`src/rtl/gray_conv_arbiter_pkg.sv`:
```
// Shared types and sizing for the Gray-to-binary arbiter: FSM state encoding,
// default requester count, code width and requester-index width.
package gray_conv_arbiter_pkg;

  localparam int GCA_N_REQ = 4;
  localparam int GCA_W     = 4;
  localparam int ID_W      = 2;
  localparam int CNT_W     = 8;

  typedef enum logic [1:0] {
    IDLE = 2'd0,
    CONV = 2'd1,
    RESP = 2'd2
  } state_t;

endpackage

```
`src/rtl/gray_conv_arbiter_gray2bin.sv`:
```
// Combinational W-bit Gray-to-binary converter: bit k of the result is the XOR of
// Gray bits W-1 down to k, which unrolls B[W-1]=G[W-1], B[k]=B[k+1]^G[k].
module gray2bin_w #(
  parameter int W = 4
) (
  input  logic [W-1:0] gray_i,
  output logic [W-1:0] bin_o
);

  // Each bit reduces the shifted Gray input directly, so bin_o never feeds back on itself.
  always_comb begin
    bin_o = '0;
    for (int k = 0; k < W; k++) begin
      bin_o[k] = ^(gray_i >> k);
    end
  end

endmodule

```
`src/rtl/gray_conv_arbiter.sv`:
```
// Arbitrates N_REQ requesters onto one shared Gray-to-binary converter (IDLE/CONV/RESP).
// Define GRAY_ARB_RR_EN for round-robin grants; otherwise the lowest index wins.
module gray_conv_arbiter
  import gray_conv_arbiter_pkg::*;
#(
  parameter int N_REQ = GCA_N_REQ,
  parameter int W     = GCA_W
) (
  input  logic               clk,
  input  logic               rst,
  input  logic [N_REQ-1:0]   req_valid,
  input  logic [N_REQ*W-1:0] req_gray,
  output logic [N_REQ-1:0]   req_ready,
  output logic               rsp_valid,
  output logic [W-1:0]       rsp_bin,
  output logic [ID_W-1:0]    rsp_id,
  input  logic               rsp_ready,
  output logic [CNT_W-1:0]   conv_cnt
);

  state_t            state_q, state_d;
  logic [W-1:0]      gray_q, gray_d;
  logic [ID_W-1:0]   id_q, id_d;
  logic [W-1:0]      rsp_bin_q, rsp_bin_d;
  logic [ID_W-1:0]   rsp_id_q, rsp_id_d;
  logic              rsp_valid_q, rsp_valid_d;
  logic [CNT_W-1:0]  cnt_q, cnt_d;
  logic [W-1:0]      conv_bin;
  logic [ID_W-1:0]   grant_idx;
  logic              any_req;

  assign any_req = |req_valid;

`ifdef GRAY_ARB_RR_EN
  logic [ID_W-1:0] ptr_q, ptr_d;
  logic [ID_W-1:0] scan_idx;
  logic            found;

  // Search begins at the pointer and wraps naturally through the ID_W-bit index.
  always_comb begin
    grant_idx = '0;
    scan_idx  = '0;
    found     = 1'b0;
    for (int o = 0; o < N_REQ; o++) begin
      scan_idx = ptr_q + ID_W'(o);
      if (!found && req_valid[scan_idx]) begin
        grant_idx = scan_idx;
        found     = 1'b1;
      end
    end
  end
`else
  always_comb begin
    grant_idx = '0;
    for (int i = N_REQ - 1; i >= 0; i--) begin
      if (req_valid[i]) grant_idx = ID_W'(i);
    end
  end
`endif

  gray2bin_w #(.W(W)) u_gray2bin (
    .gray_i (gray_q),
    .bin_o  (conv_bin)
  );

  always_comb begin
    // NOTE: every signal written here gets its hold value first, so no path can infer a latch.
    state_d     = state_q;
    gray_d      = gray_q;
    id_d        = id_q;
    rsp_bin_d   = rsp_bin_q;
    rsp_id_d    = rsp_id_q;
    rsp_valid_d = rsp_valid_q;
    cnt_d       = cnt_q;
    req_ready   = '0;
`ifdef GRAY_ARB_RR_EN
    ptr_d       = ptr_q;
`endif
    case (state_q)
      IDLE: begin
        if (any_req) begin
          // Strobe suppressed while reset is held, since the FSM is parked in IDLE then.
          if (!rst) req_ready[grant_idx] = 1'b1;
          gray_d  = req_gray[grant_idx*W +: W];
          id_d    = grant_idx;
          state_d = CONV;
`ifdef GRAY_ARB_RR_EN
          ptr_d   = grant_idx + ID_W'(1);
`endif
        end
      end
      CONV: begin
        rsp_bin_d   = conv_bin;
        rsp_id_d    = id_q;
        rsp_valid_d = 1'b1;
        state_d     = RESP;
      end
      RESP: begin
        if (rsp_ready) begin
          rsp_valid_d = 1'b0;
          cnt_d       = cnt_q + CNT_W'(1);
          state_d     = IDLE;
        end
      end
      default: state_d = IDLE;
    endcase
  end

  // NOTE: state flops use non-blocking assignments so all registers update together at the edge.
  always_ff @(posedge clk or posedge rst) begin
    if (rst) begin
      state_q     <= IDLE;
      gray_q      <= '0;
      id_q        <= '0;
      rsp_bin_q   <= '0;
      rsp_id_q    <= '0;
      rsp_valid_q <= 1'b0;
      cnt_q       <= '0;
    end else begin
      state_q     <= state_d;
      gray_q      <= gray_d;
      id_q        <= id_d;
      rsp_bin_q   <= rsp_bin_d;
      rsp_id_q    <= rsp_id_d;
      rsp_valid_q <= rsp_valid_d;
      cnt_q       <= cnt_d;
    end
  end

`ifdef GRAY_ARB_RR_EN
  always_ff @(posedge clk or posedge rst) begin
    if (rst) ptr_q <= '0;
    else     ptr_q <= ptr_d;
  end
`endif

  assign rsp_valid = rsp_valid_q;
  assign rsp_bin   = rsp_bin_q;
  assign rsp_id    = rsp_id_q;
  assign conv_cnt  = cnt_q;

endmodule

```
`config.mk`:
```
export PLATFORM = sky130hd
export DESIGN_NAME = gray_conv_arbiter
export DESIGN_NICKNAME = d
export VERILOG_FILES = /design/src/rtl/gray_conv_arbiter_pkg.sv /design/src/rtl/gray_conv_arbiter_gray2bin.sv /design/src/rtl/gray_conv_arbiter.sv
export SDC_FILE = /design/constraint.sdc
export NUM_CORES = 1
export LEC_CHECK = 0
export CAP_MARGIN = 5
export CORE_MARGIN = 2
export CORE_UTILIZATION = 40
export DETAILED_ROUTE_END_ITERATION = 6
export PLACE_DENSITY_LB_ADDON = 0.3
export SETUP_SLACK_MARGIN = 0.15
export SLEW_MARGIN = 0
export SYNTH_ARGS = -nofsm -noshare
export SYNTH_HDL_FRONTEND = slang
export SYNTH_SLANG_ARGS = --single-unit
```
`constraint.sdc`:
```
create_clock -name clk -period 2.59 [get_ports clk]
set_clock_uncertainty 0.1 [all_clocks]
set_input_delay 0.259 -clock clk [delete_from_list [all_inputs] [get_ports clk]]
set_output_delay 0.259 -clock clk [all_outputs]
set_load 0.01 [all_outputs]
```
==> metrics.md <==
| Metric | Value |
|---|---|
| Status | finished, final reports clean |
| Placed cell area | ~1700 µm² |
| DRT iter0 DRCs | 24 |
| Routed wire per std cell | 13.0 µm |
| NetSw | 517 µW |
| Worst setup EP type | primary output |
| Slew @ Worst Pin | 0.382 ns |
| Initial antenna violation count | 0 |
| Synth area leader | dfrtp_1 |
| Drt first pass iters | 4 |
| Peak supply drop | 305 µV |
| Starting Density | 0.413 |
| Slew HR | 0.743 |
| RSZ-0062 raised after global routing | false |
| GP Congestion | 0.748 |
| Finished Cell Area | 1700 µm² |
| Post-DRT Antenna Nets | 0 |
| Pin count of the biggest net entering global routing | 24 |
| CTS tree | yes |
| Data arrival, critical path | approximately 1.9 ns |
| Final Slew Violations | 0 |
| I/O pin cnt | 42 |
| Sequential area share after synthesis | 0.467 |
| Clock share of power | 0.106 |
| Power Density | 885 nW/µm² |
| Startpoint Class | flop |
| ANT cells | 0 |
| Sequential power share | 0.427 |
| DP Wirelength | 1980 µm |
| Die W | 59.5 µm |
| Post-CTS Resized | 0 |
| Gate power share | 0.467 |
| Met2 routed WL | 1240 µm |
| Row cnt | 20 |
| Worst EP required | around 2.2 ns |
| Critical path type | flop to primary output |
| Met1 WL | 1130 µm |
| Syn avg cell area | 10.3 µm² |
| Fin Setup TNS | 0 ns |
| Metal3 WL | 153 µm |
| Final Setup Violations | 0 |
| CTS Buffer Depth | 2 |
| Final Net Count | 188 |
| Tmin final | about 2.3 ns |
| Total wire length | 2540 µm |
| Post-synth EDFFs | 0 |
| Latest clock arrival within the worst-skew pair | 0.30 ns |
| Vias per std cell | 5.21 |
| Die Area | 3540 µm² |
| Die Y | a little under 60 µm |
| Global-route wire length before repair | 4370 µm |
| Clock sinks | 23 |
| Peak Freq | 0.439 GHz |
| Cell area after synthesis | roughly 1200 µm² |
| Vias post-DR | between 1,000 and 1,500 |
| Switching Fraction | 0.343 |
| Primary FF master, synth | dfrtp_1 |
| Top cell type's share of synthesized area | 0.467 |
| Area contributors post-synth | dfrtp_1, xnor2_1, a21oi_1 |
| Most common cell after layout, fill and taps aside | clkdlybuf4s50_1 |
| Hold slack | 0.253 ns |
| All-layer global routing usage | 0.159 |
| Power Internal | 992 µW |
| Clk slew on worst S/H paths | 0.13 ns |
| IO Port Bufs | between 40 and 50 |
| Total global routing overflow | 0 |
| Maxcap violations | 0 |
| Syn Inst Count | 120 |
| # H-tree levels | 1 |
| Drc violations | 0 |
| Hold_buf cts | 0 |
| Fin. Hold Viols | 0 |
| Clk root buf | clkbuf_4 |
| Ys async rst share | 1.00 |
| Area growth from synthesis to layout | 38.4% |
| #FFs+latches synth | 23 |
| Vias in the first global route | 1,006 |
| Syn_nets | between 100 and 150 |
| Most frequent cells in the layout | clkdlybuf4s50_1, dfrtp_1, a21oi_1 |
| Core Area | 2980 µm² |
| Post-CTS Setup Inserts | 0 |
| Final Cycle Share | 0.879 |
| Worst hold path class | input port to asynchronous set/reset pin |
| TritonCTS Buffers | 3 |
| Layout cells sized above 1 | 0.0920 |
| Post-synth cell types | 32 |
| Peak fanout along the critical path | 7 |
| Yosys warning count | 0 |
| P_leak | 0.757 nW |
| # fillers | 261 |
| Uppermost layer routed | met4 |
-- critical path, stage by stage, from the launching register on --
cell and delay, ns:
dfrtp_1 0.46, nor4_1 0.37, and3_2 0.24, clkdlybuf4s50_1 0.54
-- cell usage after synthesis (all sizes together) (5+ instances only) --
cell type / instances
dfrtp: 23
a21oi: 10
o21ai: 10
inv: 7
xnor2: 6
and3: 5
and3b: 5
nand2: 5
-- layer usage --
layer / vias up / global-route usage
met4: 0 / 0.0552
met3: 2 / 0.0197
met5: - / 0
li1: 516 / -
met2: 41 / 0.267
met1: 462 / 0.211
-- final cells by class --
class / instances / area [µm²] / share of cell area
multi-input cells: 83 / 586 / 0.344
flip-flops and latches: 23 / 576 / 0.338
repair buffers: 46 / 448 / 0.263
well taps: 33 / 41.3 / 0.0242
inverters: 7 / 26.3 / 0.0154
clock buffers: 3 / 22.5 / 0.0132
clock inverters: 1 / 5.00 / 0.00294
-- flip-flops by register name (all words and copies together), names as in the netlist --
name,count
conv_cnt,8
gray_q,4
rsp_bin,4
id_q,2
rsp_id,2
state_q,2
rsp_valid,1
-- through the flow --
stage / total power, mW / cells / setup slack, ns / util
after floorplan: 1.07 / 120 / 1.16 / -
after global placement: 1.35 / 192 / 0.432 / 0.563
after detailed placement: 1.37 / 192 / 0.315 / 0.563
after CTS: 1.53 / 196 / 0.278 / 0.572
after global routing: 1.63 / 196 / 0.155 / 0.572
final: 1.51 / 196 / 0.314 / 0.572
-- cells by family after synthesis --
family / share of synthesized area
AOI/OAI and AO/OA: 0.156
xor gates and xnor gates: 0.0823
adders and majority gates: 0.0102
buffers and inverters: 0.0569
DFF: 0.467
muxes: 0.0366
and+or+nand+nor: 0.190
-- path summary, 6_finish.rpt --
| path | startpoint | to | slack, ns | depth (start not counted) |
|---|---|---|---|---|
| max in group asynchronous | rst | state_q[0]$_DFFE_PP0P_ | 1.91 | 3 |
| max reg2reg | state_q[0]$_DFFE_PP0P_ | conv_cnt[7]$_DFFE_PP0P_ | 1.14 | 3 |
| min in group clk | conv_cnt[7]$_DFFE_PP0P_ | conv_cnt[7]$_DFFE_PP0P_ | 0.38 | 1 |
| min reg2reg | conv_cnt[7]$_DFFE_PP0P_ | conv_cnt[7]$_DFFE_PP0P_ | 0.38 | 1 |
| min | rst | rsp_id[1]$_DFFE_PP0P_ | 0.25 | 3 |
| max | state_q[1]$_DFFE_PP0P_ | req_ready[2] | 0.31 | 3 |
-- power by group through the flow --
stage                     logic, mW  clock network (mW)  registers [mW]
after floorplan               0.400                   0           0.668
after global placement        0.698                   0           0.647
after detailed placement      0.713                   0           0.654
after CTS                     0.716               0.169           0.645
after global routing          0.776               0.181           0.670
final                         0.705               0.160           0.644
(Power assumes the default switching activity.)
